<file path="src/rtl/btn_pkg.sv">
// btn_pkg: shared FSM state type and counter-width helpers for the button conditioner
package btn_pkg;

    typedef enum logic [1:0] {IDLE, DELAY, REPEAT, HOLD} rep_state_t;

    function automatic int db_cnt_width(int db_count);
        return $clog2(db_count + 1);
    endfunction

    function automatic int rep_cnt_width(int delay, int period);
        int m;
        m = (delay > period) ? delay : period;
        return (m > 1) ? $clog2(m) : 1;
    endfunction

    localparam int DB_W_DEFAULT  = db_cnt_width(1_000_000);
    localparam int REP_W_DEFAULT = rep_cnt_width(32_500_000, 6_500_000);

endpackage

</file>
<file path="src/rtl/btn_channel.sv">
// btn_channel: synchroniser, debouncer, edge pulses and auto-repeat FSM for one input
module btn_channel
    import btn_pkg::*;
#(
    parameter int SYNC_STAGES   = 2,
    parameter int DB_COUNT      = 1_000_000,
    parameter int REPEAT_DELAY  = 32_500_000,
    parameter int REPEAT_PERIOD = 6_500_000
) (
    input  logic clk,
    input  logic rst_n,
    input  logic noisy,
    input  logic repeat_en,
    output logic clean,
    output logic press_pulse,
    output logic release_pulse,
    output logic repeat_pulse
);

    localparam int DB_W  = db_cnt_width(DB_COUNT);
    localparam int REP_W = rep_cnt_width(REPEAT_DELAY, REPEAT_PERIOD);
    localparam logic [DB_W-1:0]  DB_LAST     = DB_W'(DB_COUNT - 1);
    localparam logic [REP_W-1:0] DELAY_LAST  = REP_W'(REPEAT_DELAY - 1);
    localparam logic [REP_W-1:0] PERIOD_LAST = REP_W'(REPEAT_PERIOD - 1);

    logic [SYNC_STAGES-1:0] sync_q;
    logic                   sync;
    logic [DB_W-1:0]        db_cnt, db_cnt_nxt;
    logic                   db_done, rise, fall;
    rep_state_t             state, state_nxt;
    logic [REP_W-1:0]       rep_cnt, rep_cnt_nxt;
    logic                   repeat_nxt;

    assign sync = sync_q[SYNC_STAGES-1];

    // Debounce: count consecutive cycles where sync disagrees with clean; any agreement restarts
    always_comb begin
        db_done    = (sync != clean) && (db_cnt == DB_LAST);
        rise       = db_done && !clean;
        fall       = db_done && clean;
        db_cnt_nxt = (sync == clean || db_done) ? '0 : db_cnt + 1'b1;
    end

    // Repeat FSM next state; release wins over a repeat falling due in the same cycle
    always_comb begin
        state_nxt   = state;
        rep_cnt_nxt = '0;
        repeat_nxt  = 1'b0;
        case (state)
            IDLE: state_nxt = rise ? DELAY : IDLE;
            DELAY: begin
                if (!repeat_en) begin
                    state_nxt = HOLD;
                end else if (rep_cnt == DELAY_LAST) begin
                    state_nxt  = REPEAT;
                    repeat_nxt = 1'b1;
                end else begin
                    rep_cnt_nxt = rep_cnt + 1'b1;
                end
            end
            REPEAT: begin
                if (!repeat_en) begin
                    state_nxt = HOLD;
                end else if (rep_cnt == PERIOD_LAST) begin
                    repeat_nxt = 1'b1;
                end else begin
                    rep_cnt_nxt = rep_cnt + 1'b1;
                end
            end
            default: state_nxt = HOLD;
        endcase
        if (fall) begin
            state_nxt   = IDLE;
            repeat_nxt  = 1'b0;
            rep_cnt_nxt = '0;
        end
    end

    // Repeat FSM state register
    always_ff @(posedge clk or negedge rst_n) begin
        if (!rst_n) state <= IDLE;
        else        state <= state_nxt;
    end

    // Synchroniser, debounce state, repeat counter and registered pulse outputs
    always_ff @(posedge clk or negedge rst_n) begin
        if (!rst_n) begin
            sync_q        <= '0;
            db_cnt        <= '0;
            clean         <= 1'b0;
            press_pulse   <= 1'b0;
            release_pulse <= 1'b0;
            repeat_pulse  <= 1'b0;
            rep_cnt       <= '0;
        end else begin
            sync_q        <= {sync_q[SYNC_STAGES-2:0], noisy};
            db_cnt        <= db_cnt_nxt;
            clean         <= clean ^ db_done;
            press_pulse   <= rise;
            release_pulse <= fall;
            repeat_pulse  <= repeat_nxt;
            rep_cnt       <= rep_cnt_nxt;
        end
    end

endmodule

</file>
<file path="src/rtl/btn_conditioner.sv">
// btn_conditioner: multi-channel button front end producing debounced levels and step pulses
module btn_conditioner
    import btn_pkg::*;
#(
    parameter int CHANNELS      = 5,
    parameter int SYNC_STAGES   = 2,
    parameter int DB_COUNT      = 1_000_000,
    parameter int REPEAT_DELAY  = 32_500_000,
    parameter int REPEAT_PERIOD = 6_500_000
) (
    input  logic                clk_in,
    input  logic                rst_n_in,
    input  logic [CHANNELS-1:0] noisy_in,
    input  logic [CHANNELS-1:0] repeat_en_in,
    output logic [CHANNELS-1:0] clean_out,
    output logic [CHANNELS-1:0] press_pulse_out,
    output logic [CHANNELS-1:0] release_pulse_out,
    output logic [CHANNELS-1:0] repeat_pulse_out,
    output logic [CHANNELS-1:0] step_pulse_out
);

    genvar g;
    generate
        for (g = 0; g < CHANNELS; g++) begin : g_ch
            btn_channel #(
                .SYNC_STAGES  (SYNC_STAGES),
                .DB_COUNT     (DB_COUNT),
                .REPEAT_DELAY (REPEAT_DELAY),
                .REPEAT_PERIOD(REPEAT_PERIOD)
            ) u_ch (
                .clk          (clk_in),
                .rst_n        (rst_n_in),
                .noisy        (noisy_in[g]),
                .repeat_en    (repeat_en_in[g]),
                .clean        (clean_out[g]),
                .press_pulse  (press_pulse_out[g]),
                .release_pulse(release_pulse_out[g]),
                .repeat_pulse (repeat_pulse_out[g])
            );
        end
    endgenerate

    assign step_pulse_out = press_pulse_out | repeat_pulse_out;

endmodule

</file>
<file path="config.mk">
export PLATFORM = sky130hd
export DESIGN_NAME = btn_conditioner
export DESIGN_NICKNAME = d
export VERILOG_FILES = /design/src/rtl/btn_pkg.sv /design/src/rtl/btn_channel.sv /design/src/rtl/btn_conditioner.sv
export SDC_FILE = /design/constraint.sdc
export NUM_CORES = 1
export LEC_CHECK = 0
export BUFFER_PORTS_ARGS = -buffer_cell sky130_fd_sc_hd__buf_2
export CORE_UTILIZATION = 36
export CTS_BUF_LIST = sky130_fd_sc_hd__clkbuf_8
export DETAILED_ROUTE_END_ITERATION = 6
export SLEW_MARGIN = 10
export SYNTH_ARGS = -nofsm -noshare
export SYNTH_HDL_FRONTEND = slang
export SYNTH_SLANG_ARGS = --single-unit
</file>
<file path="constraint.sdc">
create_clock -name clk_in -period 2.6 [get_ports clk_in]
set_input_delay 0.13 -clock clk_in [delete_from_list [all_inputs] [get_ports clk_in]]
set_output_delay 0.13 -clock clk_in [all_outputs]
set_load 0.01 [all_outputs]
</file>
==> summary.md <==
| Metric | Value |
|---|---|
| Final setup vio count | 0 |
| Core ar. | 36600 um^2 |
| RSZ-0062 raised after global routing | no |
| PD cells | approximately 550 nW/um^2 |
| Vias | roughly 10000 |
| Netlist cell types | slightly above 60 |
| Clock Skew | around 0.026 ns |
| Die height | slightly below 200 um |
| Max FO, Critical Path | 4 |
| Clock tree buffer depth | 3 |
| Layout Nets | 1487 |
| Final HPWL DP | ~17 mm |
| Avg Inst Size Synth | a little under 10 um^2 |
| Die width | around 190 um |
| Routed vias/inst | ~5 |
| Final min period | ~2.4 ns |
| IO buf count | 36 |
| Filler Cells Inserted | 3559 |
| Total CTS buffers | 45 |
| Arr. time, crit path | about 2.8 ns |
| Sum Neg Setup Slack | 0 ns |
| CP endpoint kind | flop |
| Total grt overflow | 0 |
| Synthesized area | 13400 um^2 |
| Vias in the first global route | around 9600 |
| Area delta synth->final | 13.5% |
| Starting Density | 0.366 |
| Initial antenna violation count | 1 |
| GP Congestion | ~0.8 |
| H-Tree Depth | 2 |
| Hold slack final | between 0.1 and 0.15 ns |
| #FFs+latches synth | ~270 |
| Initial drt markers | 477 |
| Top-count cell post-synth | dfrtp_1 |
| Max-cap viol count | 0 |
| Post-cts resize count | 0 |
| Max-slew violation count | 0 |
| I/O pin cnt | 37 |
| Fraction of registers with async set or reset after synthesis | 1.00 |
| Max Clk Rate | ~420 MHz |
| Syn Inst Count | 1385 |
| Critical path class | flop to flop |
| Antenna diode count | 0 |
| Post-synth top area share | 0.495 |
| DRC | 0 |
| Antenna-violating nets left | 0 |
| Worst vdd ir | ~0.23 mV |
| Count of standard-cell rows | 70 |
| Routed wire length per instance | 13.1 um |
| Hold Path Class | input port to async pin |
| Slew margin rel. | 0.579 |
| Share of layout cells above drive strength 1 | 0.102 |
| Overall routing resource usage | 0.138 |
| Commonest cells in the netlist | dfrtp_1 (265), nor2_1 (259), xnor2_1 (125) |
| Register area share after synthesis | 0.495 |
| First-pass GRT wire length | between 40 and 50 mm |
| Cell taking the most area after synthesis | dfrtp_1 |
| Router iterations before antenna repair | 4 |
| CTS root buffer | clkbuf_8 |
| Clock Latency Late Sink | around 0.57 ns |
| Most common flop cell mapped by yosys | dfrtp_1 |
| Clk slew on worst S/H paths | approximately 0.06 ns |
| EDFF count, synth | 0 |
| Synth warnings | 0 |
| Die area | approximately 38000 um^2 |
| Syn Nets | 1422 |
| Final period utilization | 0.909 |
| LEAKAGE | approximately 0.0062 uW |
| Status | complete, no violations |
| Final WL | ~26 mm |
| CTS tree | built |
| Largest net degree at the start of global routing | 85 |
| Area contributors post-synth | dfrtp_1 (49%), xnor2_1 (8.2%), nor2_1 (7.3%), xor2_1 (5.2%), nand3_1 (3.1%) |
| Clock sinks | ~270 |
| Number of hold violations in the final report | 0 |
| Worst-Margin Slew | 0.630 ns |
| Crit path required time | about 3.0 ns |
| Worst setup SP type | flop |
placed cells by master, fill, tap and decap left out, types with 35 or more instances in the layout:
cell type / count
dfrtp_1: 265
nor2_1: 259
xnor2_1: 125
nand2_1: 85
nand3_1: 83
xor2_1: 79
nor3_1: 60
clkbuf_8: 60
inv_1: 58
nand4_1: 50
buf_2: 35
through the flow:
step / cell area, um^2 / power, uW / utilization / std cells / setup WS, ns
2_1_floorplan: 13400 / 4300 / - / 1385 / 0.375
3_3_place_gp: 14100 / 4430 / 0.385 / 1860 / 0.328
3_5_place_dp: 14100 / 4430 / 0.385 / 1860 / 0.237
4_1_cts: 15200 / 8560 / 0.416 / 1953 / 0.216
5_1_grt: 15200 / 8770 / 0.416 / 1953 / 0.0619
6_report: 15200 / 8400 / 0.416 / 1953 / 0.236
worst max-delay path: stages, from the launching register on:
cell and delay, ns:
dfrtp_1 0.42, or4b_2 0.69, nor4_2 0.37, a41oi_1 0.24
a2111oi_0 0.49
worst paths after layout:
check | startpoint | to | slack (ns) | cells past startpoint
worst max-delay path | g_ch[3].u_ch.rep_cnt[20] | g_ch[3].u_ch.state[0] | 0.24 | 4
worst min-delay path | rst_n_in | g_ch[3].u_ch.rep_cnt[0] | 0.11 | 2
worst max register to register | g_ch[3].u_ch.rep_cnt[20] | g_ch[3].u_ch.state[0] | 0.24 | 4
worst min register to register | g_ch[2].u_ch.sync_q[0] | g_ch[2].u_ch.sync_q[1] | 0.35 | 0
max in group asynchronous | rst_n_in | g_ch[1].u_ch.db_cnt[5] | 1.64 | 3
min in group clk_in | noisy_in[3] | g_ch[3].u_ch.sync_q[0] | 0.21 | 2
power breakdown:
| group | total, uW | switching [uW] | internal [uW] |
|---|---|---|---|
| clock | 4040 | 1680 | 2360 |
| sequential | 4180 | 22.7 | 4150 |
| combinational | 184 | 131 | 52.6 |
registers in the layout, indices dropped and copies added, names as in the netlist, named ones only:
register	count
g_ch.u_ch.rep_cnt	125
g_ch.u_ch.release_pulse	5
g_ch.u_ch.press_pulse	5
g_ch.u_ch.sync_q	10
g_ch.u_ch.state	10
g_ch.u_ch.db_cnt	100
g_ch.u_ch.repeat_pulse	5
what timing repair did:
item,in CTS,in global routing
endpoints found under the setup margin,0,0
hold buffers,11,0
endpoints found under the hold margin,94,0
buffers inserted,0,0
layout make-up:
| class | count | area, um^2 | share of cell area |
|---|---|---|---|
| inverters | 50 | 188 | 0.0123 |
| repair buffers | 69 | 503 | 0.0331 |
| well taps | 468 | 586 | 0.0385 |
| clock inverters | 22 | 178 | 0.0117 |
| multi-input cells | 1019 | 6300 | 0.414 |
| clock buffers | 60 | 826 | 0.0543 |
| flip-flops and latches | 265 | 6630 | 0.436 |
logic make-up (layout without fill, tap and decap cells):
family | count (synthesis) | count (layout) | synth area share
AOI/OAI and AO/OA | 62 | 62 | 0.0332
DFF | 265 | 265 | 0.495
muxes | 7 | 7 | 0.00551
adders and majority gates | 25 | 25 | 0.0233
and+or+nand+nor | 721 | 721 | 0.274
buffers and inverters | 101 | 201 | 0.0357
xor gates and xnor gates | 204 | 204 | 0.133
per-layer routing:
metal	global-route usage	wire, um	vias up
met2	0.227	11800	101
met4	0.0394	364	2
met3	0.0273	828	34
met1	0.185	12500	4730
li1	-	-	4873
met5	0	13	-
No activity file was read; power rests on OpenSTA's default activity.
